**config.mk**
```make
export PLATFORM = sky130hd
export DESIGN_NAME = ram_fifo_ctrl
export DESIGN_NICKNAME = d
export VERILOG_FILES = /design/src/rtl/ram_fifo_ctrl.sv
export SDC_FILE = /design/constraint.sdc
export NUM_CORES = 1
export LEC_CHECK = 0
export ABC_AREA = 1
export CORE_AREA = 2 2 46 48
export CTS_CLUSTER_DIAMETER = 80
export CTS_CLUSTER_SIZE = 10
export DETAILED_ROUTE_END_ITERATION = 8
export DIE_AREA = 0 0 48 50
export DONT_BUFFER_PORTS = 1
export PLACE_DENSITY_LB_ADDON = 0.08
export SYNTH_ARGS = -nofsm -noshare
export SYNTH_HDL_FRONTEND = slang
export SYNTH_SLANG_ARGS = --single-unit
export TNS_END_PERCENT = 100
```
**constraint.sdc**
```tcl
create_clock -name clk -period 1.7 [get_ports clk]
set_input_delay 0.17 -clock clk [delete_from_list [all_inputs] [get_ports clk]]
set_output_delay 0.17 -clock clk [all_outputs]
set_load 0.05 [all_outputs]
```
**src/rtl/ram_fifo_ctrl.sv**
```systemverilog
// Circular-queue controller for one single-port RAM: arbitrates push and pop
// onto the shared addr/rw port, one access per cycle, round-robin on conflict.
//
// Arbitration state (last_grant):
//   state      | meaning
//   GRANT_POP  | last conflict went to pop (reset value); next conflict -> push
//   GRANT_PUSH | last conflict went to push; next conflict -> pop
module ram_fifo_ctrl #(
   parameter int AW        = 3,
   parameter int DW        = 4,
   parameter int AFULL_TH  = 6,
   parameter int AEMPTY_TH = 1
) (
   input  logic          clk,
   input  logic          reset,
   input  logic          push_valid,
   input  logic [DW-1:0] push_data,
   output logic          push_ready,
   input  logic          pop_req,
   output logic          pop_grant,
   output logic [DW-1:0] pop_data,
   output logic          pop_valid,
   output logic [AW-1:0] ram_addr,
   output logic          ram_rw,
   output logic [DW-1:0] ram_data_in,
   input  logic [DW-1:0] ram_data_out,
   output logic [AW:0]   count,
   output logic          full,
   output logic          empty,
   output logic          almost_full,
   output logic          almost_empty
);

   typedef enum logic {
      GRANT_POP  = 1'b0,
      GRANT_PUSH = 1'b1
   } grant_t;

   localparam logic [AW:0] DEPTH      = (AW+1)'(2**AW);
   localparam logic [AW:0] AFULL_LVL  = (AW+1)'(AFULL_TH);
   localparam logic [AW:0] AEMPTY_LVL = (AW+1)'(AEMPTY_TH);

   grant_t        last_grant;
   grant_t        last_grant_nxt;
   logic [AW-1:0] wr_ptr;
   logic [AW-1:0] rd_ptr;
   logic          push_elig;
   logic          pop_elig;
   logic          push_do;
   logic          pop_do;

   assign full         = (count == DEPTH);
   assign empty        = (count == '0);
   assign almost_full  = (count >= AFULL_LVL);
   assign almost_empty = (count <= AEMPTY_LVL);

   always_ff @(posedge clk) begin
      if (reset) begin
         last_grant <= GRANT_POP;
         wr_ptr     <= '0;
         rd_ptr     <= '0;
         count      <= '0;
         pop_valid  <= 1'b0;
         pop_data   <= '0;
      end else begin
         last_grant <= last_grant_nxt;
         pop_valid  <= pop_do;
         if (push_do) begin
            wr_ptr <= wr_ptr + 1'b1;
            count  <= count + 1'b1;
         end else if (pop_do) begin
            rd_ptr <= rd_ptr + 1'b1;
            count  <= count - 1'b1;
         end
         if (pop_do) begin
            pop_data <= ram_data_out;
         end
      end
   end

   always_comb begin
      push_elig      = push_valid & ~full;
      pop_elig       = pop_req & ~empty;
      push_ready     = ~reset & ~full & (~pop_elig | (last_grant == GRANT_POP));
      pop_grant      = ~reset & ~empty & (~push_elig | (last_grant == GRANT_PUSH));
      push_do        = push_valid & push_ready;
      pop_do         = pop_req & pop_grant;
      last_grant_nxt = last_grant;
      ram_rw         = 1'b0;
      ram_addr       = rd_ptr;
      ram_data_in    = '0;

      // Only a real conflict moves the round-robin pointer.
      if (push_elig && pop_elig && !reset) begin
         last_grant_nxt = push_do ? GRANT_PUSH : GRANT_POP;
      end

      if (push_do) begin
         ram_rw      = 1'b1;
         ram_addr    = wr_ptr;
         ram_data_in = push_data;
      end
   end

endmodule

```
Word-level counts from Yosys, hierarchy flattened
Index checks and enable logic that the tools add are counted.
W data, S select, Z words.
Cells by class
  div/mod/pow operators: 0
  bitwise operators: 17
  $lt $le $gt $ge: 2
  reduce and logical (&&, ||, !) cells: 6
  shifts and indexed selects: 0
  mux-type cells: 5
  $add $sub $neg: 4
  eq/ne operators: 1
  $mul: 0
Operator list (count)
  $mux W4: 3
  $and A1 B1 Y1: 8
  $not A1 Y1: 7
  $add A3 B1 Y3 const B: 2
  $add A4 B1 Y4 const B: 1
  $eq A4 B4 Y1 const B: 1
  $ge A4 B3 Y1 const B: 1
  $le A4 B1 Y1 const B: 1
  $logic_not A4 Y1: 1
  $sub A4 B1 Y4 const B: 1
  $mux W3: 1
  $logic_and A1 B1 Y1: 2
  $or A1 B1 Y1: 2
  $reduce_and A2 Y1: 1
  $reduce_bool A2 Y1: 1
  $logic_not A1 Y1: 1
  $mux W1: 1
Word-level totals
  bits in read-only memories: 0
  memories: 0
  flip-flop bits (word level): 16
  bits in latches: 0
  word-level logic and storage cells: 41
  memory bits (writable): 0
  output and inout port bits: 23

Logic depth before layout (Yosys ltp)
Gate-level depths: netlist (run 1).
  depth in word-level cells: 9
  gate-level depth with buffers: 10

Worst setup path after synthesis (run 1)
Ideal clock, no wire load.
  path type: register to output
  start point: register count[0]
  end point: output ram_addr[1]
  stages on the path, launching flop included: 9
  buffers on the path: 1
  data required time: 1.530 ns
  path slack: -0.931 ns
  data arrival time: 2.461 ns
  cells stage by stage: dfxtp_1 inv_1 ha_1 nand3_2 nand2_1 inv_2 nand3_4 buf_4 o21ai_1
On the way
  cells in the longest elaborated chain, start to end: 8
  elaborated cells on any way between the ends: 11
  classes of those cells: 1 x eq/ne; 1 x mux; 8 x bitwise; 1 x reduce/logical
RTL lines
  start, declared: line 27  | output logic [AW:0] count,
  start signal, assigned: line 70  | count <= count + 1'b1;
  start signal, assigned: line 73  | count <= count - 1'b1;
  $logic_not A4 Y1: line 53  | assign empty = (count == '0);
  $not A1 Y1: line 83  | pop_elig = pop_req & ~empty;
  $and A1 B1 Y1: line 83
  $not A1 Y1: line 84  | push_ready = ~reset & ~full & (~pop_elig | (last_grant == GRANT_POP));
  $or A1 B1 Y1: line 84
  $and A1 B1 Y1 (*): line 84
  $and A1 B1 Y1 (*): line 86  | push_do = push_valid & push_ready;
  $mux W3 (*): line 98  | if (push_do) begin
  end, declared: line 23  | output logic [AW-1:0] ram_addr,
Mark *: on every way between the ends. The rest lies on a longest branch, timed or not.

Final worst setup path (run 1)
  start point: register count[1]
  end point: output ram_addr[0]
Same word-level chain as after synthesis.

==> run metrics, run 1 <==
Area Overhead vs Synth=57.9%; layout net count=between 150 and 200; slowest library cell on the worst path=dfxtp_4; wire per inst=13.3 µm; vias in the first global route=987; setup tns final=-0.472 ns; register bit total from synthesis=16; layout cell share with drive strength beyond 1=42.0%; delay of the slowest cell on the worst path=about 0.37 ns; Pins Over Slew Limit=0; die width=roughly 48 µm; Cell Pwr Density=between 900 and 1000 nW/µm²; status=complete, but fails checks; number of fill cells=approximately 130; Lkg Pwr=just over 0.7 nW; clock slew at reported path FFs=0.09 ns; H-tree levels=1; Async SR Flop Fraction=0%; Hold Slack=approximately 0.012 ns; skew final=0.00704 ns; top cell type's share of synthesized area=33.0%; Routed Antenna Nets=0; register area=333 µm²; clock buffer count from CTS=3; overall die height=approximately 50 µm; EDFF count, synth=0; worst skew pair latency=about 0.29 ns; slew of the pin with the lowest slew margin=about 0.48 ns; post-DR vias/cell=approximately 5.2; Rel. slew slack=about two thirds; critical path fanouts, max=6; post-detailed-route DRC marker count=0; HPWL after DPL=1700 µm; Worst EP required=~1.5 ns; Ant. Diodes=0; critical path class=register to primary output; Hold Vio Cnt, Final=0; largest net degree at the start of global routing=10; critical path cell sequence=inv_4 > ha_4 > nand3_4 > nand2_2 > inv_4 > nand3_4 > buf_12 > inv_8 > o21a_4; Worst path top cell family by delay=flip-flops; failing checks=negative setup slack; Unique masters post-synth=25; RSZ-0062 raised after global routing=true; M1 wire length=around 1200 µm; Yosys top cell by area=dfxtp_1; final setup violation count=8; Tot GR Track Use=24.3%; Total Die Area=about 2400 µm²; max-cap violations=0; syn_area_per_cell=about 7.2 µm²; CP Data Arrival Time=between 1.5 and 2 ns; Worst Path Buf+Inv=4; initial antenna violation count=0; Multi-input gate area=684 µm²; Core ar.=roughly 1900 µm²; total wire length=roughly 2600 µm; CTS tree=done; peak supply drop=0.662 mV; first-pass GRT wire length=between 4000 and 5000 µm; GP Congestion=~0.84; Syn Nets=between 150 and 200; Yosys warnings=0; crit end category=primary output; Synth Cell Area=971 µm²; Root Buffer=clkbuf_4; Synth area leaders=dfxtp_1, nand2_1, ha_1; metal2 WL=about 1200 µm; Gate Count Post-Synth=about 140; Hold Path Class=input port to register; setup ws final=-0.0893 ns; sequential fraction of the synthesis area=between 30% and 40%; initial core utilization=just over 50%; uppermost routed layer=met4; Max Fclk=0.559 GHz; Vias=between 1000 and 1500; critical path launch point type=register; row count=16; final worst path period share=105%; Pre-antenna DRT Iters=4; initial DRC count=26; Clock Sinks=16; dominant synthesized flop cell=dfxtp_1; Detail Route met3 WL=roughly 120 µm; Final Critical Period=between 1.5 and 2 ns; clk buf depth=2; I/O Buffers=0; # IOs=35; grt ovf=0; final core occ=between 80% and 90%
## cells by family (layout without fill, tap and decap cells)
group / after synthesis / count (layout) / synth area share [%]
adder cells (fa/ha/maj): 6 / 6 / 7.73
flip-flops: 16 / 16 / 33.0
AND/OR/NAND/NOR: 71 / 71 / 37.0
AO/OA/AOI/OAI: 16 / 16 / 8.89
buffers and inverters: 22 / 56 / 9.79
XOR/XNOR: 4 / 4 / 3.61
## final timing paths
path / startpoint / endpoint / slack [ns] / depth (start not counted)
worst max-delay path: count[1] / ram_addr[0] / -0.09 / 9
worst min-delay path: ram_data_out[2] / pop_data[2] / 0.01 / 2
worst max register to register: count[1] / count[2] / 0.10 / 12
worst min register to register: wr_ptr[0] / wr_ptr[0] / 0.49 / 2
## flip-flops by register name, indices dropped and copies added (netlist names)
register,cells
count,4
pop_valid,1
rd_ptr,3
pop_data,4
wr_ptr,3
last_grant,1
## worst reg2reg max path, cell delays in order, from the launching register on
cell	delay, ns
dfxtp_4	0.37
inv_4	0.04
ha_4	0.18
nand3_4	0.06
nand2_2	0.06
inv_4	0.06
nand3_4	0.12
buf_4	0.17
buf_4	0.14
nand2_2	0.10
nor2_1	0.05
nor2_1	0.10
nor2_1	0.05
## layout by cell type (no fill, tap or decap), drive strengths merged, types with 4 or more instances in the layout
master	synthesis	routed
nand4	6	6
inv	18	18
a21oi	11	11
o21ai	4	4
nand3	9	9
ha	6	6
buf	2	32
xor2	4	4
nor2	20	20
dfxtp	16	16
nand2	33	33
clkbuf	1	4
## cells in the mapped netlist (2+ instances only)
library cell and number:
nand3_4 3, inv_1 14, nand4_1 6, xor2_1 4
nand2_1 31, dfxtp_1 16, inv_2 4, ha_1 6
o21ai_1 2, nand2_2 2, o21ai_0 2, a21oi_1 10
nand3_1 5, nor2_1 19
## through the flow
stage | instance area [µm²] | instances | worst slack [ns] | power (W)
2_1_floorplan | 1070 | 135 | -0.0336 | 0.000938
3_3_place_gp | 1290 | 178 | 0.121 | 0.00106
3_5_place_dp | 1290 | 178 | 0.0750 | 0.00107
4_1_cts | 1500 | 195 | -0.112 | 0.00141
5_1_grt | 1530 | 196 | -0.130 | 0.00151
6_report | 1530 | 196 | -0.0893 | 0.00144
## cell type report
| type | count | area share [%] |
|---|---|---|
| Clock buffer | 4 | 2.37 |
| Timing Repair Buffer | 33 | 23.3 |
| Tap cell | 27 | 2.20 |
| Multi-Input combinational cell | 97 | 44.7 |
| Inverter | 19 | 5.71 |
| Sequential cell | 16 | 21.7 |
## timing repair
item,4_1_cts,5_1_grt
pin swaps,6,6
endpoints found under the setup margin,8,11
endpoints found under the hold margin,9,0
setup buffers,12,1
hold buffers,1,0
gates resized for setup,15,5
## metal layers
metal / global-route usage (%) / up-vias
li1: - / 501
met1: 32.8 / 470
met2: 38.0 / 43
met3: 3.66 / 10
met4: 8.56 / 0
met5: 0 / -
## where the power goes
part	internal (W)	switching, W	leakage (nW)	total, W
clock	0.000131	0.000118	0.0210	0.000249
sequential	0.000406	0.0000341	0.133	0.000440
combinational	0.000274	0.000479	0.551	0.000752
total	0.000810	0.000631	0.705	0.00144
No activity file was read; power rests on OpenSTA's default activity.
==> inputs of run 2 (changes only) <==
==> constraint.sdc (replaced) <==
create_clock -name clk -period 1.5 [get_ports clk]
set_input_delay 0.15 -clock clk [delete_from_list [all_inputs] [get_ports clk]]
set_output_delay 0.15 -clock clk [all_outputs]
set_load 0.05 [all_outputs]
==> run 2 against run 1 <==
First-iteration DRC count increased by 73%; clock power grew 20%; the run still ends with negative setup slack left; hold slack better by 0.068 ns; power rose by 31%; combinational power increased by 45%.
==> run metrics, run 2 (synthesis results as in run 1) <==
Largest regs=count (4), pop_data (4); Worst Hold Endpoint=pop_data[0]; worst-case reg-to-reg path depth=11; Tot GR Track Use=27.4%; max-cap violations=0; CTS tree=done; layout cell share with drive strength beyond 1=a little over 50%; initial DRC count=45; setup ws final=-0.322 ns; slowest library cell on the worst path=dfxtp_4; grt ovf=0; # IOs=35; metal2 WL=2200 µm; setup tns final=-5.55 ns; critical path cell sequence=inv_4 > ha_4 > nand2_2 > nand3_4 > nand3_4 > or2_4 > o21a_4; clk buf depth=2; RSZ-0062 raised after global routing=true; delay of the slowest cell on the worst path=0.38 ns; Area Overhead vs Synth=82.5%; Post-Layout Cell Count=between 200 and 250; Lkg Pwr=0.800 nW; crit end category=primary output; peak supply drop=0.904 mV; wire per inst=19.7 µm; most frequent cells in the layout=nand2_1, buf_4, nor2_1; clock buffer count from CTS=3; row count=16; Ant. Diodes=0; Pins Over Slew Limit=0; clock slew at reported path FFs=~0.11 ns; I/O Buffers=0; uppermost routed layer=met4; final worst path period share=121%; Routed Antenna Nets=0; largest net degree at the start of global routing=10; Worst Hold Path Cells=2; Placed Cells=roughly 190; CP most frequent cell=nand3_4; vias in the first global route=between 1000 and 1500; first-pass GRT wire length=about 4700 µm; HPWL after DPL=between 1500 and 2000 µm; Max Fclk=approximately 0.55 GHz; Root Buffer=clkbuf_4; skew final=about 0.0073 ns; M1 wire length=1470 µm; Core ar.=around 1900 µm²; layout net count=roughly 200; beginning of the worst hold path=ram_data_out[0]; Clock Sinks=16; R2R Setup Slk=-0.30 ns; critical path launch point type=register; critical path fanouts, max=5; commonest non-fill, non-tap cell in the layout=nand2_1; Hold Path Class=input port to register; Rel. slew slack=67.5%; number of fill cells=64; CP Data Arrival Time=approximately 1.7 ns; failing checks=negative setup slack; Reg2Reg Capture Point=rd_ptr[0]; Cell Pwr Density=roughly 1100 nW/µm²; Worst EP required=1.35 ns; R2R Path Start=count[0]; post-DR vias/cell=roughly 5.8; slew of the pin with the lowest slew margin=between 0.4 and 0.5 ns; Final Critical Period=~1.8 ns; post-detailed-route DRC marker count=0; Detail Route met3 WL=around 220 µm; H-tree levels=1; GP Congestion=approximately 0.93; Total Die Area=around 2400 µm²; total wire length=slightly above 4000 µm; initial core utilization=between 50% and 60%; Hold Vio Cnt, Final=0; die width=roughly 48 µm; overall die height=50 µm; worst skew pair latency=between 0.2 and 0.3 ns; critical path class=register to primary output; status=complete, but fails checks; initial antenna violation count=0; Vias=1215; Pre-antenna DRT Iters=4; final setup violation count=26
==> run 2: changes by cell type in the layout (fill, tap and decap cells not counted), sizes merged <==
| cell | before | now |
|---|---|---|
| buf | 32 | 43 |
| dlygate4sd3 | 1 | 4 |
| nand3 | 9 | 10 |
==> run 2: critical path, delay by kind of cell, from the launching register on <==
kind / cells / cell delay (ns)
AOI/OAI and AO/OA: 1 / 0.18
adders and majority gates: 1 / 0.16
buffers and inverters: 1 / 0.07
DFF: 1 / 0.38
and+or+nand+nor: 4 / 0.59
==> run 2: where the power goes <==
part           leakage, nW  switching (W)  internal, W  total, W
Combinational        0.647       0.000641     0.000447   0.00109
Sequential           0.133      0.0000451     0.000460  0.000505
Clock               0.0210       0.000152     0.000148  0.000299
Total                0.800       0.000838      0.00105   0.00189
==> run 2: timing repair <==
| item | CTS | global route |
|---|---|---|
| resized for setup | 19 | 29 |
| hold endpoints to repair | 9 | 0 |
| pin swaps | 7 | 8 |
| endpoints found under the setup margin | 18 | 26 |
| setup buffers | 12 | 5 |
| gates cloned | 1 | 0 |
| hold buffers | 4 | 0 |
==> run 2: layout make-up <==
type | count | area (µm²) | share of cell area [%]
Multi-Input combinational cell | 98 | 751 | 42.4
Timing Repair Buffer | 47 | 532 | 30.0
Sequential cell | 16 | 333 | 18.8
Inverter | 19 | 86.3 | 4.87
Clock buffer | 4 | 36.3 | 2.05
Tap cell | 27 | 33.8 | 1.91
==> run 2: worst max-delay path by stage <==
stage	from	end	slack, ns	cells after the start
global placement	count[1]	ram_addr[0]	0.04	8
finish	count[0]	ram_addr[0]	-0.32	7
detailed placement	count[1]	count[1]	-0.01	10
floorplan	count[1]	ram_addr[1]	-0.21	8
CTS	count[1]	ram_addr[0]	-0.28	8
global route	count[1]	ram_addr[0]	-0.38	7
==> run 2: routing by layer <==
metal / GRT usage [%] / vias to the layer above
met5: 0 / -
met4: 10.4 / 0
met3: 6.96 / 31
met2: 48.2 / 80
met1: 29.6 / 569
li1: - / 535
==> run 2: metrics by stage <==
stage          util, %  total power [W]  cell area, µm²  hold WS [ns]  setup slack (ns)
2_1_floorplan        -          0.00106            1080         0.295            -0.214
3_3_place_gp      72.9          0.00128            1390         0.215            0.0369
3_5_place_dp      72.9          0.00130            1390         0.219           -0.0105
4_1_cts           85.5          0.00170            1630       0.00114            -0.275
5_1_grt           93.2          0.00197            1770        0.0613            -0.383
6_report          93.2          0.00189            1770        0.0806            -0.322
==> inputs of run 3 (changes only) <==
--- a/config.mk
+++ b/config.mk
@@ -6,11 +6,11 @@
 export NUM_CORES = 1
 export LEC_CHECK = 0
 export ABC_AREA = 1
-export CORE_AREA = 2 2 46 48
+export CORE_AREA = 2 2 44 46
 export CTS_CLUSTER_DIAMETER = 80
 export CTS_CLUSTER_SIZE = 10
 export DETAILED_ROUTE_END_ITERATION = 8
-export DIE_AREA = 0 0 48 50
+export DIE_AREA = 0 0 46 48
 export DONT_BUFFER_PORTS = 1
 export PLACE_DENSITY_LB_ADDON = 0.08
 export SYNTH_ARGS = -nofsm -noshare
==> constraint.sdc (replaced) <==
create_clock -name clk -period 2.15 [get_ports clk]
set_input_delay 0.215 -clock clk [delete_from_list [all_inputs] [get_ports clk]]
set_output_delay 0.215 -clock clk [all_outputs]
set_load 0.05 [all_outputs]
==> run 3 against run 2 <==
The flow now finishes without violations; global-route usage down 7.0 points; sequential power down 29%; power down 48%; register-to-register slack better by 0.68 ns; clock-buffer cell count unchanged; first-iteration DRC count down 44%.
==> run metrics, run 3 (synthesis results as in run 1) <==
Hold Vio Cnt, Final=0; Max Fclk=0.495 GHz; critical path class=register to primary output; Root Buffer=clkbuf_4; most frequent cells in the layout=nand2_1, nor2_1, inv_1, dfxtp_1, a21oi_1; GP Congestion=between 0.9 and 1; post-DR vias/cell=between 5 and 6; initial antenna violation count=0; post-layout instance area=between 1000 and 1500 µm²; I/O Buffers=0; layout cell share with drive strength beyond 1=a little over a quarter; Routed Antenna Nets=0; Reg2Reg Capture Point=count[2]; critical path cell sequence=inv_1 > ha_4 > nand3_2 > nand2_1 > inv_2 > nand3_4 > buf_6 > nor2_4; Final Critical Period=between 2 and 2.5 ns; CTS tree=done; setup ws final=0.131 ns; Cell Pwr Density=approximately 840 nW/µm²; slowest library cell on the worst path=dfxtp_2; row count=15; final worst path period share=93.9%; final setup violation count=0; total wire length=just over 2000 µm; register area=between 300 and 400 µm²; critical path launch point type=register; Worst Hold Path Cells=2; critical path fanouts, max=7; Worst Hold Endpoint=pop_data[2]; max-cap violations=0; Rel. slew slack=between 60 and 70%; Largest regs=count (4), pop_data (4); Area Overhead vs Synth=22.2%; Total Die Area=2210 µm²; DP Area=around 1100 µm²; Hold Path Class=input port to register; worst-case reg-to-reg path depth=12; skew final=0.00862 ns; layout net count=approximately 170; H-tree levels=1; Lkg Pwr=0.559 nW; Pins Over Slew Limit=0; Pre-antenna DRT Iters=4; Core ar.=~1700 µm²; # IOs=35; worst skew pair latency=0.29 ns; largest net degree at the start of global routing=10; HPWL after DPL=1580 µm; Ant. Diodes=0; clock buffer count from CTS=3; commonest non-fill, non-tap cell in the layout=nand2_1; Multi-input gate area=612 µm²; peak supply drop=0.602 mV; wire per inst=around 13 µm; vias in the first global route=roughly 740; RSZ-0062 raised after global routing=false; first-pass GRT wire length=roughly 3200 µm; Hold Slack=0.0656 ns; crit end category=primary output; R2R Setup Slk=between 0.3 and 0.4 ns; CP Data Arrival Time=1.80 ns; status=complete, no violations; Worst EP required=just under 2 ns; initial DRC count=25; beginning of the worst hold path=ram_data_out[2]; Tot GR Track Use=20.5%; R2R Path Start=count[0]; overall die height=~48 µm; Place WS=about 0.20 ns; grt ovf=0; delay of the slowest cell on the worst path=around 0.34 ns; number of fill cells=155; clk buf depth=2; Vias=about 890; Clock Sinks=16; die width=between 40 and 50 µm; initial core utilization=between 50 and 60%; clock slew at reported path FFs=0.08 ns; slew of the pin with the lowest slew margin=slightly above 0.5 ns; post-detailed-route DRC marker count=0
-- run 3: worst max-delay path, delay by kind of cell, from the launching register on --
family / cells / cell delay [ns]
fa+ha+maj: 1 / 0.20
buf+inv: 3 / 0.37
flops: 1 / 0.34
simple gates: 4 / 0.61
-- run 3: timing repair --
action                     CTS  global route
gates resized for setup      0             4
hold buffers                 1             0
pin swaps                    1             1
setup endpoints to repair    3             7
buffers inserted             4             0
hold endpoints to repair     9             0
-- run 3: worst max-delay path by stage --
| stage | cells past startpoint | endpoint | slack, ns | startpoint |
|---|---|---|---|---|
| after floorplan | 8 | ram_addr[1] | -0.05 | count[0] |
| after detailed placement | 8 | ram_addr[0] | 0.20 | count[0] |
| final | 8 | ram_data_in[3] | 0.13 | count[0] |
| after global placement | 8 | ram_addr[0] | 0.25 | count[0] |
| after global routing | 10 | ram_addr[1] | 0.01 | count[0] |
| after CTS | 8 | ram_data_in[1] | 0.03 | count[0] |
-- run 3: through the flow --
stage	std cells	util (%)	TNS, ns	total power (W)
6_report	165	70.2	0	0.000992
3_5_place_dp	156	63.6	0	0.000770
2_1_floorplan	135	-	-0.0549	0.000713
5_1_grt	165	70.2	0	0.00105
3_3_place_gp	156	63.6	0	0.000763
4_1_cts	165	68.9	0	0.000987
-- run 3: layer usage --
layer	track usage (%)	part of all wire (%)
met4	3.43	0
met1	27.2	45
met5	0	0
met3	7.55	7.0
met2	32.2	48
-- run 3: final cells by class --
cell class                      instances  area share (%)
Multi-Input combinational cell         97            51.6
Sequential cell                        16            27.2
Timing Repair Buffer                   12            10.2
Inverter                               19            6.12
Clock buffer                            4            3.06
Tap cell                               17            1.79
-- run 3: report_power, final --
group	switching (W)	internal, W
sequential	0.0000384	0.000320
combinational	0.000316	0.000122
clock	0.0000931	0.000103
